===== src/rtl/led_pattern_gen.sv =====
// -----------------------------------------------------------------------------
// led_pattern_gen
//   Drives a row of N_LED board LEDs with a stepped pattern. A step happens every
//   (CLOCK_FREQ/STEP_HZ) << div_sel clock cycles while enabled. There are four
//   pattern modes: rotate-left, rotate-right, ping-pong and blink-all.
//
// Ports
//   clk      in   1              clock, all logic on posedge
//   rst      in   1              synchronous active-high reset
//   en       in   1              1 = run, 0 = pause (state held)
//   mode     in   2              0 rot-left, 1 rot-right, 2 ping-pong, 3 blink-all
//   div_sel  in   2              step period multiplier x1/x2/x4/x8
//   led      out  N_LED          LED drive, 1 = on (registered)
//   pos      out  $clog2(N_LED)  index of the lit LED in modes 0-2 (registered)
//   step     out  1              one-cycle pulse when led/pos update (registered)
// -----------------------------------------------------------------------------
module led_pattern_gen #(
   parameter int N_LED      = 8,
   parameter int CLOCK_FREQ = 50000000,
   parameter int STEP_HZ    = 2
) (
   input  logic                       clk,
   input  logic                       rst,
   input  logic                       en,
   input  logic [1:0]                 mode,
   input  logic [1:0]                 div_sel,
   output logic [N_LED-1:0]           led,
   output logic [$clog2(N_LED)-1:0]   pos,
   output logic                       step
);

   localparam int STEP_CYC = CLOCK_FREQ / STEP_HZ;
   // Wide enough for the longest period minus one, (STEP_CYC << 3) - 1.
   localparam int CNT_W    = $clog2(STEP_CYC * 8);
   localparam int POS_W    = $clog2(N_LED);

   localparam logic [POS_W-1:0] POS_MAX    = POS_W'(N_LED - 1);
   localparam logic [POS_W-1:0] POS_MAX_M1 = POS_W'(N_LED - 2);
   localparam logic [POS_W-1:0] POS_ONE    = POS_W'(1);
   localparam logic [N_LED-1:0] LED_ONE    = N_LED'(1);

   typedef enum logic [1:0] {
      MODE_ROTL  = 2'd0,
      MODE_ROTR  = 2'd1,
      MODE_PING  = 2'd2,
      MODE_BLINK = 2'd3
   } mode_e;

   typedef enum logic {
      DIR_UP   = 1'b0,
      DIR_DOWN = 1'b1
   } dir_e;

   logic [CNT_W-1:0] cnt_q;
   logic [POS_W-1:0] pos_q, pos_d;
   dir_e             dir_q, dir_d;
   logic             phase_q, phase_d;
   mode_e            mode_q;
   logic [N_LED-1:0] led_q, led_d;
   logic             step_q;

   logic [CNT_W-1:0] limit_m1;
   logic             terminal;
   mode_e            mode_in;

   assign mode_in = mode_e'(mode);

   // Last count of the current period. The period ends on cnt >= limit-1 rather
   // than equality, so shortening div_sel mid-period ends the period on the next
   // edge instead of letting cnt run on and wrap.
   always_comb begin
      case (div_sel)
         2'd0:    limit_m1 = CNT_W'(STEP_CYC - 1);
         2'd1:    limit_m1 = CNT_W'(2 * STEP_CYC - 1);
         2'd2:    limit_m1 = CNT_W'(4 * STEP_CYC - 1);
         default: limit_m1 = CNT_W'(8 * STEP_CYC - 1);
      endcase
   end

   assign terminal = (cnt_q >= limit_m1);

   // Next pattern state, used only when a step is taken.
   // NOTE: every output of this block is assigned a default first, so no path
   // leaves a signal unassigned and no latch is inferred.
   always_comb begin
      pos_d   = pos_q;
      dir_d   = dir_q;
      phase_d = phase_q;
      led_d   = led_q;
      case (mode_q)
         MODE_ROTL: begin
            pos_d = (pos_q == POS_MAX) ? '0 : pos_q + POS_ONE;
            led_d = LED_ONE << pos_d;
         end
         MODE_ROTR: begin
            pos_d = (pos_q == '0) ? POS_MAX : pos_q - POS_ONE;
            led_d = LED_ONE << pos_d;
         end
         MODE_PING: begin
            // Turn around at either end; the end LED is shown for a single step.
            if (dir_q == DIR_UP) begin
               if (pos_q == POS_MAX) begin
                  dir_d = DIR_DOWN;
                  pos_d = POS_MAX_M1;
               end else begin
                  pos_d = pos_q + POS_ONE;
               end
            end else begin
               if (pos_q == '0) begin
                  dir_d = DIR_UP;
                  pos_d = POS_ONE;
               end else begin
                  pos_d = pos_q - POS_ONE;
               end
            end
            led_d = LED_ONE << pos_d;
         end
         default: begin
            phase_d = ~phase_q;
            led_d   = {N_LED{~phase_q}};
         end
      endcase
   end

   // Priority: reset, then mode change (which also beats a pause and a terminal
   // count), then normal counting while enabled.
   // NOTE: sequential state uses non-blocking assignments so every register
   // samples the pre-edge values, independent of statement order.
   always_ff @(posedge clk) begin
      if (rst) begin
         cnt_q   <= '0;
         pos_q   <= '0;
         dir_q   <= DIR_UP;
         phase_q <= 1'b0;
         mode_q  <= mode_in;
         led_q   <= LED_ONE;
         step_q  <= 1'b0;
      end else if (mode_in != mode_q) begin
         mode_q  <= mode_in;
         cnt_q   <= '0;
         pos_q   <= '0;
         dir_q   <= DIR_UP;
         phase_q <= 1'b0;
         step_q  <= 1'b0;
         led_q   <= (mode_in == MODE_BLINK) ? '0 : LED_ONE;
      end else if (en) begin
         if (terminal) begin
            cnt_q   <= '0;
            pos_q   <= pos_d;
            dir_q   <= dir_d;
            phase_q <= phase_d;
            led_q   <= led_d;
            step_q  <= 1'b1;
         end else begin
            cnt_q   <= cnt_q + CNT_W'(1);
            step_q  <= 1'b0;
         end
      end else begin
         step_q <= 1'b0;
      end
   end

   assign led  = led_q;
   assign pos  = pos_q;
   assign step = step_q;

endmodule


===== config.mk =====
export PLATFORM = sky130hd
export DESIGN_NAME = led_pattern_gen
export DESIGN_NICKNAME = d
export VERILOG_FILES = /design/src/rtl/led_pattern_gen.sv
export SDC_FILE = /design/constraint.sdc
export NUM_CORES = 1
export LEC_CHECK = 0
export CORE_MARGIN = 1
export CORE_UTILIZATION = 30
export CTS_BUF_LIST = sky130_fd_sc_hd__clkbuf_16
export DETAILED_ROUTE_END_ITERATION = 7
export GPL_ROUTABILITY_DRIVEN = 0
export GPL_TIMING_DRIVEN = 1
export PLACE_DENSITY = 0.58
export SETUP_SLACK_MARGIN = 0.15
export SLEW_MARGIN = 10
export SYNTH_ARGS = -nofsm -noshare
export SYNTH_HDL_FRONTEND = slang
export SYNTH_SLANG_ARGS = --single-unit

===== constraint.sdc =====
create_clock -name clk -period 3.46 [get_ports clk]
set_clock_uncertainty 0.2 [all_clocks]
set_input_delay 0.692 -clock clk [delete_from_list [all_inputs] [get_ports clk]]
set_output_delay 0.692 -clock clk [all_outputs]
set_load 0.1 [all_outputs]

== After elaboration in Yosys (flattened, before gate mapping) ==
Index checks and enable logic that the tools add are counted.

* Register bits after elaboration: 44
* Latch bits: 0
* Memory bits (writable): 0
* Memory bits (read-only): 0
* Input port bits: 7
* Output and inout bits: 12
* Word-level logic and storage cells: 58
* Memories kept: 0

* Add/sub/neg operators: 3
* Multipliers: 0
* Divide/modulo/power cells: 0
* $lt $le $gt $ge: 1
* Equal/unequal tests: 7
* Shift operators: 3
* Muxes and demuxes: 20
* Bitwise logic cells: 3
* Reduce and logical (&&, ||, !) cells: 14

{| class="wikitable"
|+ Operators by type and width
! operator !! number
|-
| $pmux W28 S3 || 1
|-
| $add A28 B1 Y28 const B || 1
|-
| $ge A28 B28 Y1 || 1
|-
| $mux W28 || 1
|-
| $mux W8 || 3
|-
| $pmux W8 S3 || 1
|-
| $shl A1 B3 Y8 const A || 3
|-
| $mux W3 || 6
|-
| $pmux W3 S3 || 1
|-
| $reduce_and A3 Y1 || 3
|-
| $eq A2 B2 Y1 const B || 3
|-
| $reduce_bool A2 Y1 || 3
|-
| $reduce_or A3 Y1 || 2
|-
| $mux W1 || 5
|-
| $eq A2 B1 Y1 const B || 2
|-
| $logic_not A2 Y1 || 2
|-
| $mux W2 || 2
|-
| $add A3 B1 Y3 const B || 1
|-
| $eq A3 B3 Y1 const B || 1
|-
| $logic_not A3 Y1 || 1
|-
| $not A1 Y1 || 3
|-
| $reduce_bool A3 Y1 || 1
|-
| $sub A3 B1 Y3 const B || 1
|-
| $ne A2 B2 Y1 || 1
|-
| other kinds (2) || 2
|}

== Depth between registers and ports, before layout ==
* Word-level depth: 9
* Gate-level depth with buffers: 11
* Gate-level depth less buffers: 10

== Least setup slack after synthesis ==
Ideal clock, no wire load.

* Kind: input to register
* From: input port div_sel[0]
* To: register led_q[1], in the netlist led[1]
* Library setup time: 0.072 ns
* Arrival time: 2.567 ns
* Required time: 3.188 ns
* Path slack: 0.621 ns
* Stages: 10
* Path buffers: 0
* Cells stage by stage: inv_2 nand2_1 inv_1 ha_1 a41oi_1 o21ai_0 a221o_1 o211a_4 nor3_4 mux2i_1

* Cells in the longest elaborated chain, start to end: 5
* Elaborated cells between the ends (all ways): 7
* Those cells by class: 1 x order compare; 2 x eq/ne; 1 x mux; 3 x reduce/logical

{| class="wikitable"
|+ RTL lines
! element !! line !! text
|-
| start: declaration || 26 || <nowiki>input logic [1:0] div_sel,</nowiki>
|-
| $eq A2 B2 Y1, or another cell as far along || 72 || <nowiki>case (div_sel)</nowiki>
|-
| $pmux W28 S3 * || 72 ||
|-
| $ge A28 B28 Y1 * || 80 || <nowiki>assign terminal = (cnt_q >= limit_m1);</nowiki>
|-
| $reduce_bool A2 Y1 (no source line) * || -- ||
|-
| $reduce_and A2 Y1 (no source line) * || -- ||
|-
| end signal: assignment || 145 || <nowiki>led_q <= (mode_in == MODE_BLINK) ? '0 : LED_ONE;</nowiki>
|-
| end signal: assignment || 152 || <nowiki>led_q <= led_d;</nowiki>
|-
| end: declaration || 59 || <nowiki>logic [N_LED-1:0] led_q, led_d;</nowiki>
|}

Every way passes the cells marked *; elsewhere a longest branch is shown, timed or not.
A chain may end at the register's enable or synchronous reset.

== Worst setup path in the final report ==
* From: input port div_sel[1]
* To: register led_q[1], in the netlist led[1]

Same word-level chain as after synthesis.

==> metrics <==
Routed WL per cell=12.6 µm; flop-to-flop setup slack=0.89 ns; Initial Util=31.1%; count leader, synth=nor2_1; Horiz. Die Dim=97.3 µm; sequential share of the synthesized area=33.1%; IO Pins=19; die area=0.00946 mm²; CP required=3.47 ns; post-DP HPWL=4300 µm; drt first pass iters=4; Total Power=1160 µW; total number of vias=2251; H-tree depth=2; reg2reg end=led[1]$_SDFFE_PP0P_; met2 wire len=2610 µm; Synth top area share=30.9%; Setup Crit Path Kind=primary input to flip-flop; Combinational Power Share=15.0%; crit path time final=2.92 ns; Register Area=901 µm²; Switching Fraction=26.6%; crit path launch type=primary input; Residual DRC=0; Worst VDD drop=185 µV; clock buffer depth=2; Synth area leader=dfxtp_1; wire length of the first global-routing pass=10600 µm; hold_sp=phase_q$_SDFFE_PP0P_; vias in the first global route=2300; pwr dens=359 mW/mm²; TNS Setup=0 ns; total track usage=13.4%; Main synth FF type=dfxtp_1; post-CTS sizing=0; Post-CTS Setup Bufs=0; Post-synth EDFFs=2; worst-path fanout max=6; RR Startpoint=cnt_q[19]$_SDFFE_PP0P_; footprint of the multi-input gates=0.00173 mm²; DR top layer=met4; Slew @ Worst Pin=0.409 ns; clock network power share=39.9%; # port buffers=18; largest net degree at the start of global routing=26; Via-to-Cell Ratio=4.93; crit end category=flip-flop; syn_area_per_cell=8.48 µm²; Worst Slack Setup Final=0.544 ns; internal power=851 µW; max frequency=343 MHz; antenna cell count=0; Die Ht=97.3 µm; ys async rst share=0%; clock sinks=44; max_cap viols=0; Post-Syn Nets=350; initial DRC count=67; ratio of cells with drive above 1 in the final layout=12.6%; count of unique library cells instantiated by Yosys=54; placed insts=449; RSZ-0062 raised after global routing=no; Routed WL=5750 µm; Clock Latency Late Sink=0.29 ns; initial antenna violation count=0; Hold Crit Endpoint=phase_q$_SDFFE_PP0P_; Pins Over Slew Limit=0; status=finished, final reports clean; WP data arrival=2.92 ns; Finished Layout Cells=457; worst hold slack=0.282 ns; leakage power=0.00135 µW; area grow syn2layout=18.7%; CTS clock-pin slew for the worst setup and hold paths=0.06 ns; final net count=377; TritonCTS Buffers=5; metal1 wirelength=2940 µm; Mapped Cells=321; DR WL met3=143 µm; period utilization=84.3%; dominant cells by area after synthesis=dfxtp_1, ha_1, nor2_1; Net Switching=309 µW; Hold-fix buffers, CTS=0; ANT nets after route=0; Hold Path Class=flip-flop to flip-flop; Synth warnings=0; grt ovf=0; Core Rows=34; core box area=0.00876 mm²; root buf cell=clkbuf_16; WHS Path Cells=2; cell area after synthesis=0.00272 mm²; pre-CTS setup slack=-0.0731 ns; synth cell count leaders=nor2_1, dfxtp_1, nand2_1; Slew HR=72.6%; CTS tree=built; # fillers=913; final setup fails=0; Fin. Hold Viols=0; #FFs+latches synth=44; Reg2Reg Depth=8; Seq pwr share=45.1%
==> cells by family (layout without fill, tap and decap cells) <==
group,Yosys count,count (layout),share of synthesized area [%]
AO/OA/AOI/OAI,48,48,12.4
XOR/XNOR,31,31,9.97
adder cells (fa/ha/maj),23,23,10.5
buffers and inverters,24,52,3.49
flip-flops,44,44,33.1
multiplexers,12,12,4.41
AND/OR/NAND/NOR,139,139,26.1
==> area by class of cell <==
cell class,instances,area share (%)
timing repair buffer,29,8.13
clock inverter,3,0.581
sequential,44,27.9
multi-input combinational,253,53.6
tap,108,4.18
inverter,15,1.74
clock buffer,5,3.87
==> through the flow <==
step | cell area (µm²) | utilization, %
final | 3230 | 36.9
after floorplan | 2720 | -
after global placement | 3080 | 35.1
after CTS | 3220 | 36.8
after global routing | 3230 | 36.9
after detailed placement | 3080 | 35.1
==> sequential cells by signal (all words and copies together) (netlist names) <==
register  count
step          1
mode_q        2
phase_q       1
cnt_q        28
dir_q         1
led           8
pos           3
==> worst max-delay path: stages <==
cell and delay (ns):
dlymetal6s2s_1 0.15, inv_1 0.07, nand2_1 0.08, inv_1 0.08, ha_1 0.31, a41oi_1 0.20
o21ai_0 0.10, a221o_1 0.38, o211a_4 0.30, nor3_4 0.20, buf_12 0.15, mux2i_2 0.20
==> power by group through the flow <==
stage               Clock (µW)  Sequential (µW)  Combinational (µW)
detailed placement           0              534                 174
floorplan                    0              561                89.8
global route               504              523                 193
CTS                        482              523                 175
finish                     463              523                 174
global placement             0              534                 172
==> worst max-delay path by stage <==
stage	from	endpoint	slack, ns	cells past startpoint
floorplan	div_sel[0]	led[1]$_SDFFE_PP0P_	0.62	10
global placement	div_sel[0]	led[4]$_SDFFE_PP0P_	0.0005	12
detailed placement	div_sel[1]	led[1]$_SDFFE_PP0P_	-0.07	12
CTS	div_sel[1]	led[1]$_SDFFE_PP0P_	0.21	12
global route	div_sel[1]	led[1]$_SDFFE_PP0P_	0.35	12
finish	div_sel[1]	led[1]$_SDFFE_PP0P_	0.54	12
==> metal layers <==
layer | global-route usage (%) | vias up
met2 | 22.0 | 25
li1 | - | 1180
met4 | 4.52 | 0
met5 | 0 | -
met3 | 2.37 | 6
met1 | 17.8 | 1040
==> layout by cell type (no fill, tap or decap), types with 5 or more instances in the layout <==
| cell | netlist | final |
|---|---|---|
| a21oi_1 | 7 | 7 |
| dfxtp_1 | 42 | 42 |
| nor2_1 | 46 | 46 |
| xor2_1 | 19 | 19 |
| inv_1 | 13 | 13 |
| mux2i_1 | 12 | 11 |
| ha_1 | 22 | 22 |
| and3_1 | 11 | 11 |
| buf_4 | 0 | 21 |
| nand4_1 | 5 | 5 |
| clkbuf_16 | 0 | 5 |
| nand2b_1 | 8 | 8 |
| xnor2_1 | 12 | 12 |
| nor3_1 | 10 | 10 |
| nand3_1 | 13 | 13 |
| o21ai_0 | 13 | 13 |
| nand2_1 | 25 | 25 |
No activity file was read; power rests on OpenSTA's default activity.
